==> src/rtl/mmac_pkg.sv <==
// Shared constants and types for the sequential matrix multiply/accumulate unit.
package mmac_pkg;

  localparam int DEF_N  = 4;
  localparam int DEF_DW = 8;
  localparam int DEF_AW = 32;

  typedef enum logic [1:0] {
    IDLE    = 2'd0,
    COMPUTE = 2'd1,
    DONE    = 2'd2
  } state_t;

  // Width of the element index that walks all N*N result positions.
  function automatic int idx_width(input int n);
    return (n * n > 1) ? $clog2(n * n) : 1;
  endfunction

  localparam int DEF_IW = idx_width(DEF_N);

endpackage

==> src/rtl/mmac_dot_lane.sv <==
// Combinational N-term unsigned dot product: N multipliers feeding one sum.
module mmac_dot_lane
  import mmac_pkg::*;
#(
  parameter int N  = DEF_N,
  parameter int DW = DEF_DW,
  parameter int PW = 2 * DW + $clog2(N)
) (
  input  logic [N*DW-1:0] row,
  input  logic [N*DW-1:0] col,
  output logic [PW-1:0]   dot
);

  logic [2*DW-1:0] prod [N];

  always_comb begin
    for (int k = 0; k < N; k++) begin
      prod[k] = (2*DW)'(row[k*DW +: DW]) * (2*DW)'(col[k*DW +: DW]);
    end
  end

  always_comb begin
    dot = '0;
    for (int k = 0; k < N; k++) begin
      dot = dot + PW'(prod[k]);
    end
  end

endmodule

==> src/rtl/mmac_seq_unit.sv <==
// Sequential N x N matrix multiply/accumulate, one result element per cycle.
// Build option: define MMAC_SATURATE_EN to clamp overflowing elements instead of wrapping.
module mmac_seq_unit
  import mmac_pkg::*;
#(
  parameter int N  = DEF_N,
  parameter int DW = DEF_DW,
  parameter int AW = DEF_AW
) (
  input  logic              clock,
  input  logic              reset,
  input  logic              in_valid,
  output logic              in_ready,
  input  logic [N*N*DW-1:0] mat_a,
  input  logic [N*N*DW-1:0] mat_b,
  input  logic              acc_en,
  input  logic              clear,
  output logic              out_valid,
  input  logic              out_ready,
  output logic [N*N*AW-1:0] result,
  output logic              ovf,
  output logic [1:0]        dbg_state
);

  localparam int NN = N * N;
  localparam int IW = idx_width(N);
  localparam int PW = 2 * DW + $clog2(N);
  localparam int SW = ((PW > AW) ? PW : AW) + 1;
  localparam logic [IW-1:0] LAST = IW'(NN - 1);

  // Handshakes: a transfer happens on a rising edge where valid && ready are
  // both high; valid never depends on ready, and in_ready/out_valid come from
  // registered state only, so no input reaches an output combinationally.

  state_t            state_q, state_d;
  logic [IW-1:0]     idx_q;
  logic [NN*DW-1:0]  a_q, b_q;
  logic              acc_q;
  logic [AW-1:0]     bank_q [NN];
  logic              ovf_q;
  logic              rdy_q;

  logic              accept;
  int                sel_r, sel_c;
  logic [N*DW-1:0]   row_v, col_v;
  logic [PW-1:0]     dot;
  logic [SW-1:0]     sum;
  logic              wr_ovf;
  logic [AW-1:0]     wr_val;

  assign accept = (state_q == IDLE) && rdy_q && in_valid && !clear;

  always_ff @(posedge clock) begin
    if (!reset) state_q <= IDLE;
    else        state_q <= state_d;
  end

  always_comb begin
    state_d = state_q;
    case (state_q)
      IDLE:    if (accept) state_d = COMPUTE;
      COMPUTE: if (idx_q == LAST) state_d = DONE;
      DONE:    if (out_ready) state_d = IDLE;
      default: state_d = IDLE;
    endcase
  end

  // Row r of A and column c of B for the element currently addressed by idx.
  always_comb begin
    sel_r = int'(idx_q) / N;
    sel_c = int'(idx_q) % N;
    row_v = '0;
    col_v = '0;
    for (int k = 0; k < N; k++) begin
      row_v[k*DW +: DW] = a_q[(sel_r*N + k)*DW +: DW];
      col_v[k*DW +: DW] = b_q[(k*N + sel_c)*DW +: DW];
    end
  end

  mmac_dot_lane #(.N(N), .DW(DW), .PW(PW)) u_lane (
    .row (row_v),
    .col (col_v),
    .dot (dot)
  );

  // Sum is wide enough that any bit above AW signals an overflowing element.
  always_comb begin
    sum    = (acc_q ? SW'(bank_q[idx_q]) : '0) + SW'(dot);
    wr_ovf = |sum[SW-1:AW];
`ifdef MMAC_SATURATE_EN
    wr_val = wr_ovf ? '1 : sum[AW-1:0];
`else
    wr_val = sum[AW-1:0];
`endif
  end

  always_ff @(posedge clock) begin
    if (!reset) begin
      idx_q <= '0;
      a_q   <= '0;
      b_q   <= '0;
      acc_q <= 1'b0;
      ovf_q <= 1'b0;
      rdy_q <= 1'b0;
      for (int i = 0; i < NN; i++) bank_q[i] <= '0;
    end else begin
      rdy_q <= (state_d == IDLE);
      case (state_q)
        IDLE: begin
          if (clear) begin
            ovf_q <= 1'b0;
            for (int i = 0; i < NN; i++) bank_q[i] <= '0;
          end else if (accept) begin
            a_q   <= mat_a;
            b_q   <= mat_b;
            acc_q <= acc_en;
            idx_q <= '0;
          end
        end
        COMPUTE: begin
          bank_q[idx_q] <= wr_val;
          ovf_q         <= ovf_q | wr_ovf;
          idx_q         <= idx_q + IW'(1);
        end
        default: ;
      endcase
    end
  end

  for (genvar g = 0; g < NN; g++) begin : g_res
    assign result[g*AW +: AW] = bank_q[g];
  end

  assign in_ready  = rdy_q;
  assign out_valid = (state_q == DONE);
  assign ovf       = ovf_q;
  assign dbg_state = state_q;

endmodule

==> config.mk <==
export PLATFORM = sky130hd
export DESIGN_NAME = mmac_seq_unit
export DESIGN_NICKNAME = d
export VERILOG_FILES = /design/src/rtl/mmac_pkg.sv /design/src/rtl/mmac_dot_lane.sv /design/src/rtl/mmac_seq_unit.sv
export SDC_FILE = /design/constraint.sdc
export NUM_CORES = 2
export LEC_CHECK = 0
export ABC_CLOCK_PERIOD_IN_PS = 12400
export BUFFER_PORTS_ARGS = -buffer_cell sky130_fd_sc_hd__buf_4
export CORE_AREA = 5 5 416 418
export CTS_CLUSTER_SIZE = 24
export DETAILED_ROUTE_END_ITERATION = 10
export DIE_AREA = 0 0 421 423
export SLEW_MARGIN = 15
export SYNTH_ARGS = -nofsm -noshare
export SYNTH_HDL_FRONTEND = slang
export SYNTH_SLANG_ARGS = --single-unit
==> constraint.sdc <==
create_clock -name clock -period 12.4 [get_ports clock]
set_input_delay 2.48 -clock clock [delete_from_list [all_inputs] [get_ports clock]]
set_output_delay 2.48 -clock clock [all_outputs]
set_load 0.01 [all_outputs]
; ---- After elaboration in Yosys (flattened, before gate mapping)
; Memories as Yosys holds them, arrays and structs flattened. A register that Yosys moved wholly into a read port is not among the register bits.
; Index checks and enable logic that the tools add are counted.
; W data, S select, Z words.
[totals]
register_bits = 265
ram_bits = 512
input_bits = 262
output_inout_bits = 517
mem_count = 1
[op_classes]
add_sub_neg = 11
n_mul = 4
n_eq_ne = 6
shifts = 8
muxes = 39
n_bitwise = 18
n_reduce_logical = 11
[mem_list]
columns = memory, depth, width, read_ports, rd_ports_with_merged_regs, wr, line_no
row1 = bank_q, 16, 32, 17, 1, 16, mmac_seq_unit.sv:39  ; logic [AW-1:0] bank_q [NN];
[ops]
columns = cell, count
row1 = $shiftx A128 B9 Y8, 5
row2 = $mux W32, 18
row3 = $shiftx A128 B8 Y8, 2
row4 = $shiftx A128 B6 Y8, 1
row5 = $mul A8 B8 Y16, 4
row6 = $add A18 B16 Y18, 2
row7 = $add A32 B18 Y33, 1
row8 = $reduce_or A32 Y1, 1
row9 = $mux W4, 5
row10 = $add A16 B16 Y17, 1
row11 = $or A1 B1 Y1, 17
row12 = $add A4 B2 Y5 const A, 2
row13 = $add A4 B2 Y5 const B, 2
row14 = $mux W1, 10
row15 = $pmux W4 S2, 1
row16 = $mux W2, 3
row17 = $ne A2 B2 Y1 const B, 3
row18 = $pmux W2 S3, 1
row19 = $reduce_and A3 Y1, 2
row20 = $add A4 B1 Y5 const B, 1
row21 = $add A3 B2 Y4 const A, 1
row22 = $add A4 B1 Y4 const B, 1
row23 = $eq A4 B4 Y1 const B, 1
row24 = $logic_not A2 Y1, 2
row25 = 8 further kinds, 10

; ---- Logic depth before layout (Yosys ltp)
[depth]
ltp_word = 9
ltp_mapped = 46
mapped_depth_nobuf = 43

; ---- Modules after synthesis
; A second synthesis with hierarchy kept.
[hier_totals]
cells_unflattened = 3859
hier_area_um2 = 43676.9
[by_module_without_submodules]
columns = mod, instances, cells_per_inst, area_each_um2, seq_area_each_um2
row1 = mmac_seq_unit, 1, 2847, 34435.5, 20759.9
row2 = mmac_dot_lane, 1, 1012, 9241.4, 0.0

; ---- Least setup slack after synthesis
; Ideal clock, no wire load.
[synth_path]
kind = reg2reg
startpoint = register idx_q[0]
endpoint = memory bank_q[1][19] (netlist bit) (data pin)
setup_time_ps = 266
arrival_ps = 11445
required_time_ps = 12134
slack_ps = 689
stages_incl_launch_ff = 43
path_buffers = 3
period_less_slack_ps = 11711
cell_sequence = dfxtp_1 clkbuf_1 buf_1 mux4_2 and2_1 fa_1 inv_1 fa_1 inv_1 fa_1 fa_1 fa_1 inv_1 fa_1 inv_1 ha_1 or3_1 o21a_1 [... 7 more ...] inv_1 ha_1 nand3_1 a211o_1 a31oi_1 nand2_1 nand2b_1 a21oi_1 xnor2_1 ha_1 and3_1 a311oi_1 o21ai_0 a31oi_1 a21oi_1 xor2_1 clkbuf_1 nor2_1
[synth_lines]
columns = item, line_no
row1 = start: declaration, mmac_seq_unit.sv:36  ; logic [IW-1:0] idx_q;
row2 = start signal: assignment, mmac_seq_unit.sv:123  ; idx_q <= idx_q + IW'(1);
row3 = end: declaration, mmac_seq_unit.sv:39

==> metrics.yaml <==
row_count: 151
hold_violations: 0
pwr_density_cell_nw_per_um2: 114.6
path_max_fanout: 16
fin_area_sq_um: 54980
wire_per_inst_microns: 27.45
p_switching_w: 0.001642
clk_path_buf_depth: 3
grt_setup_unrepaired: "no"
max_freq_mhz: 85.51
layout_setup_ws_ns: 0.7059
power.internal_w: 0.004660
worst-r2r-cell-count: 42
die_width_microns: 421
min_period_ns: 11.69
p_clk_frac: 0.416
seq_area_sq_um: 20780
worstPathArrival_ns: 12.08
holdPathStages: 2
swShare: 0.2606
vdd_drop_max_v: 0.0001174
critical_path_class: "reg -> reg"
globalRouteOverflowTotal: 0
drt_wl_total_microns: 188200
first_global_vias: 33420
syn2layout_area_growth_pct: 26.19
die_h_microns: 423
yosysSeqAreaShare: 0.4765
slew_violations: 0
seqPwrFrac: 0.473
relSlewSlack: 0.2218
fp.dieArea_sq_um: 178100
finalSetupViolCount: 0
cp.required_ns: 12.79
vias_per_cell: 4.979
dp_slack_ns: 0.3205
placed_cell_area_sq_um: 51990
cp_common_cell: "fa_1"
initial_core_util: 0.2583
grt_max_degree: 199
drc: 0
cts_inserted_buffers: 88
slowest_stage: "mux4_2"
maxCapViolCount: 0
place_inst: 6686
cpPeakStageDelay_ns: 0.63
endpoint_kind: "flop"
power_w: 0.006303
min_period_over_period: 0.9431
worstMarginPinSlew_ns: 1.167
layout_common_cells: "buf_4 (858), nand2_1 (673), nor2_1 (545)"
cts_sinks: 781
ys.flop_type: "edfxtp_1"
pin_count: 779
nNetsFinal: 5194
synth-seq-cells: 781
synth_cells: 3839
yosysWarningCount: 0
gp_congestion: 0.9093
fin_tns_setup_ns: 0
grt_pass1_wl_microns: 258200
hp-start: "b_q[52]"
finClkSkew_ns: 0.04673
nFillCells: 17060
final_cells: 6857
post_synth.cell_area_avg_sq_um: 11.35
drtIter0Drc: 4022
clk_pin_slew_ns: 0.06
portBuffers: 778
synth_area_sq_um: 43570
cts.root.buffer_cell: "clkbuf_16"
cts_tree: "built"
status: "complete, no violations"
synthesis.nets: 4468
core_sq_um: 168700
multi_input_area_sq_um: 20890
final_common_cell: "buf_4"
cts_hold_buffers: 0
clkLatencyLatePin_ns: 0.71
ys_types: 66
p_leak_nw: 21.83
synth_edf_count: 512
drtAntennaViolNets: 0
reg2reg_from: "idx_q[0]"
async_flop_share: 0
h-tree-depth: 3
hold_path_class: "reg -> reg"
drt_first_pass_iters: 6
drive_gt1_frac: 0.2636
grt_usage: 0.2013
antenna_found_initial: 8
vias: 34140
r2r_slack_ns: 0.71
hold_end: "b_q[52]"
cp-start-kind: "flop"
pwr-share-comb: 0.111
r2r_end: "bank_q[11][31]"
dpl.hpwl_microns: 140100
[cell usage after synthesis, types with 4 or more instances]
cell type | instances | share of area
buf_1 | 17 | 0.0015
nand2_1 | 693 | 0.060
nor2_1 | 546 | 0.047
buf_12 | 4 | 0.0018
o21ai_0 | 19 | 0.0022
edfxtp_1 | 512 | 0.35
a22oi_1 | 22 | 0.0038
and3_1 | 10 | 0.0014
inv_1 | 283 | 0.024
nor2b_1 | 17 | 0.0024
buf_2 | 17 | 0.0020
a211oi_1 | 4 | 0.00069
xor2_1 | 28 | 0.0056
o21a_1 | 5 | 0.00086
and2_1 | 167 | 0.024
mux4_2 | 172 | 0.089
dfxtp_1 | 269 | 0.12
o31ai_1 | 4 | 0.00069
a31oi_1 | 9 | 0.0013
mux2i_1 | 30 | 0.0069
fa_1 | 211 | 0.097
nand3_1 | 24 | 0.0028
ha_1 | 156 | 0.045
nor3_1 | 17 | 0.0020
clkbuf_1 | 182 | 0.016
a21oi_1 | 35 | 0.0040
xnor2_1 | 22 | 0.0044
mux4_1 | 27 | 0.016
a21boi_0 | 259 | 0.045
buf_6 | 9 | 0.0023
a21o_1 | 11 | 0.0019
nand2b_1 | 7 | 0.0010
[routing by layer]
| metal | GRT usage | wire length (microns) |
|---|---|---|
| met4 | 0.09000 | 10120 |
| met1 | 0.2538 | 71500 |
| met3 | 0.03936 | 16240 |
| met5 | 0 | 0 |
| met2 | 0.3356 | 90330 |
[what timing repair did]
item | in CTS | in global routing
hold endpoints to repair | 0 | 0
setup endpoints to repair | 0 | 185
resized for setup | 0 | 7
buffers inserted | 0 | 5
[worst max path at each step]
stage	slack, ns	cells after the start	endpoint	startpoint
4_1_cts	0.29	42	bank_q[11][31]	idx_q[2]
2_1_floorplan	0.69	42	bank_q[1][19]	idx_q[0]
6_report	0.71	42	bank_q[11][31]	idx_q[0]
3_5_place_dp	0.32	41	bank_q[12][24]	idx_q[2]
5_1_grt	0.003	42	bank_q[14][31]	idx_q[0]
3_3_place_gp	0.47	41	bank_q[15][24]	idx_q[2]
[power groups by stage]
stage                     logic, W  clock network (W)  registers (W)
after global routing      0.000722            0.00277        0.00299
after detailed placement  0.000692                  0        0.00303
after floorplan           0.000251                  0        0.00303
final                     0.000697            0.00262        0.00298
after global placement    0.000688                  0        0.00303
after CTS                 0.000694            0.00266        0.00298
[metrics by stage]
step | utilization | hold WS, ns
floorplan | - | 0.4402
global placement | 0.3081 | 0.4499
detailed placement | 0.3081 | 0.4574
CTS | 0.3252 | 0.4653
global route | 0.3259 | 0.4788
finish | 0.3259 | 0.4632
[worst max-delay path: cells and delay by family, from the launching register on]
kind / cells / cell delay (ns)
flops: 1 / 0.45
simple gates: 8 / 1.54
compound gates: 8 / 1.57
buf+inv: 9 / 0.99
xor+xnor: 3 / 0.48
mux: 1 / 0.63
fa+ha+maj: 13 / 5.67
[cells by family after synthesis]
kind of cell,synth area share
xor gates and xnor gates,0.01154
muxes,0.1123
AOI/OAI and AO/OA,0.06562
and+or+nand+nor,0.1443
buffers and inverters,0.04798
adders and majority gates,0.1417
DFF,0.4765
[sequential cells by signal, indices dropped and copies added (netlist names), named ones only]
register / cells
dbg_state: 2
ovf: 1
bank_q: 512
b_q: 128
in_ready: 1
acc_q: 1
a_q: 128
idx_q: 4
[layout make-up]
| class | instances | area share |
|---|---|---|
| antenna | 4 | 0.0001820 |
| clock buffer | 116 | 0.04326 |
| clock inverter | 44 | 0.009011 |
| inverter | 283 | 0.01932 |
| multi-input combinational | 2545 | 0.3799 |
| sequential | 781 | 0.3779 |
| tap | 2218 | 0.05047 |
| timing repair buffer | 866 | 0.1199 |
Power figures use the tool's default switching activity.
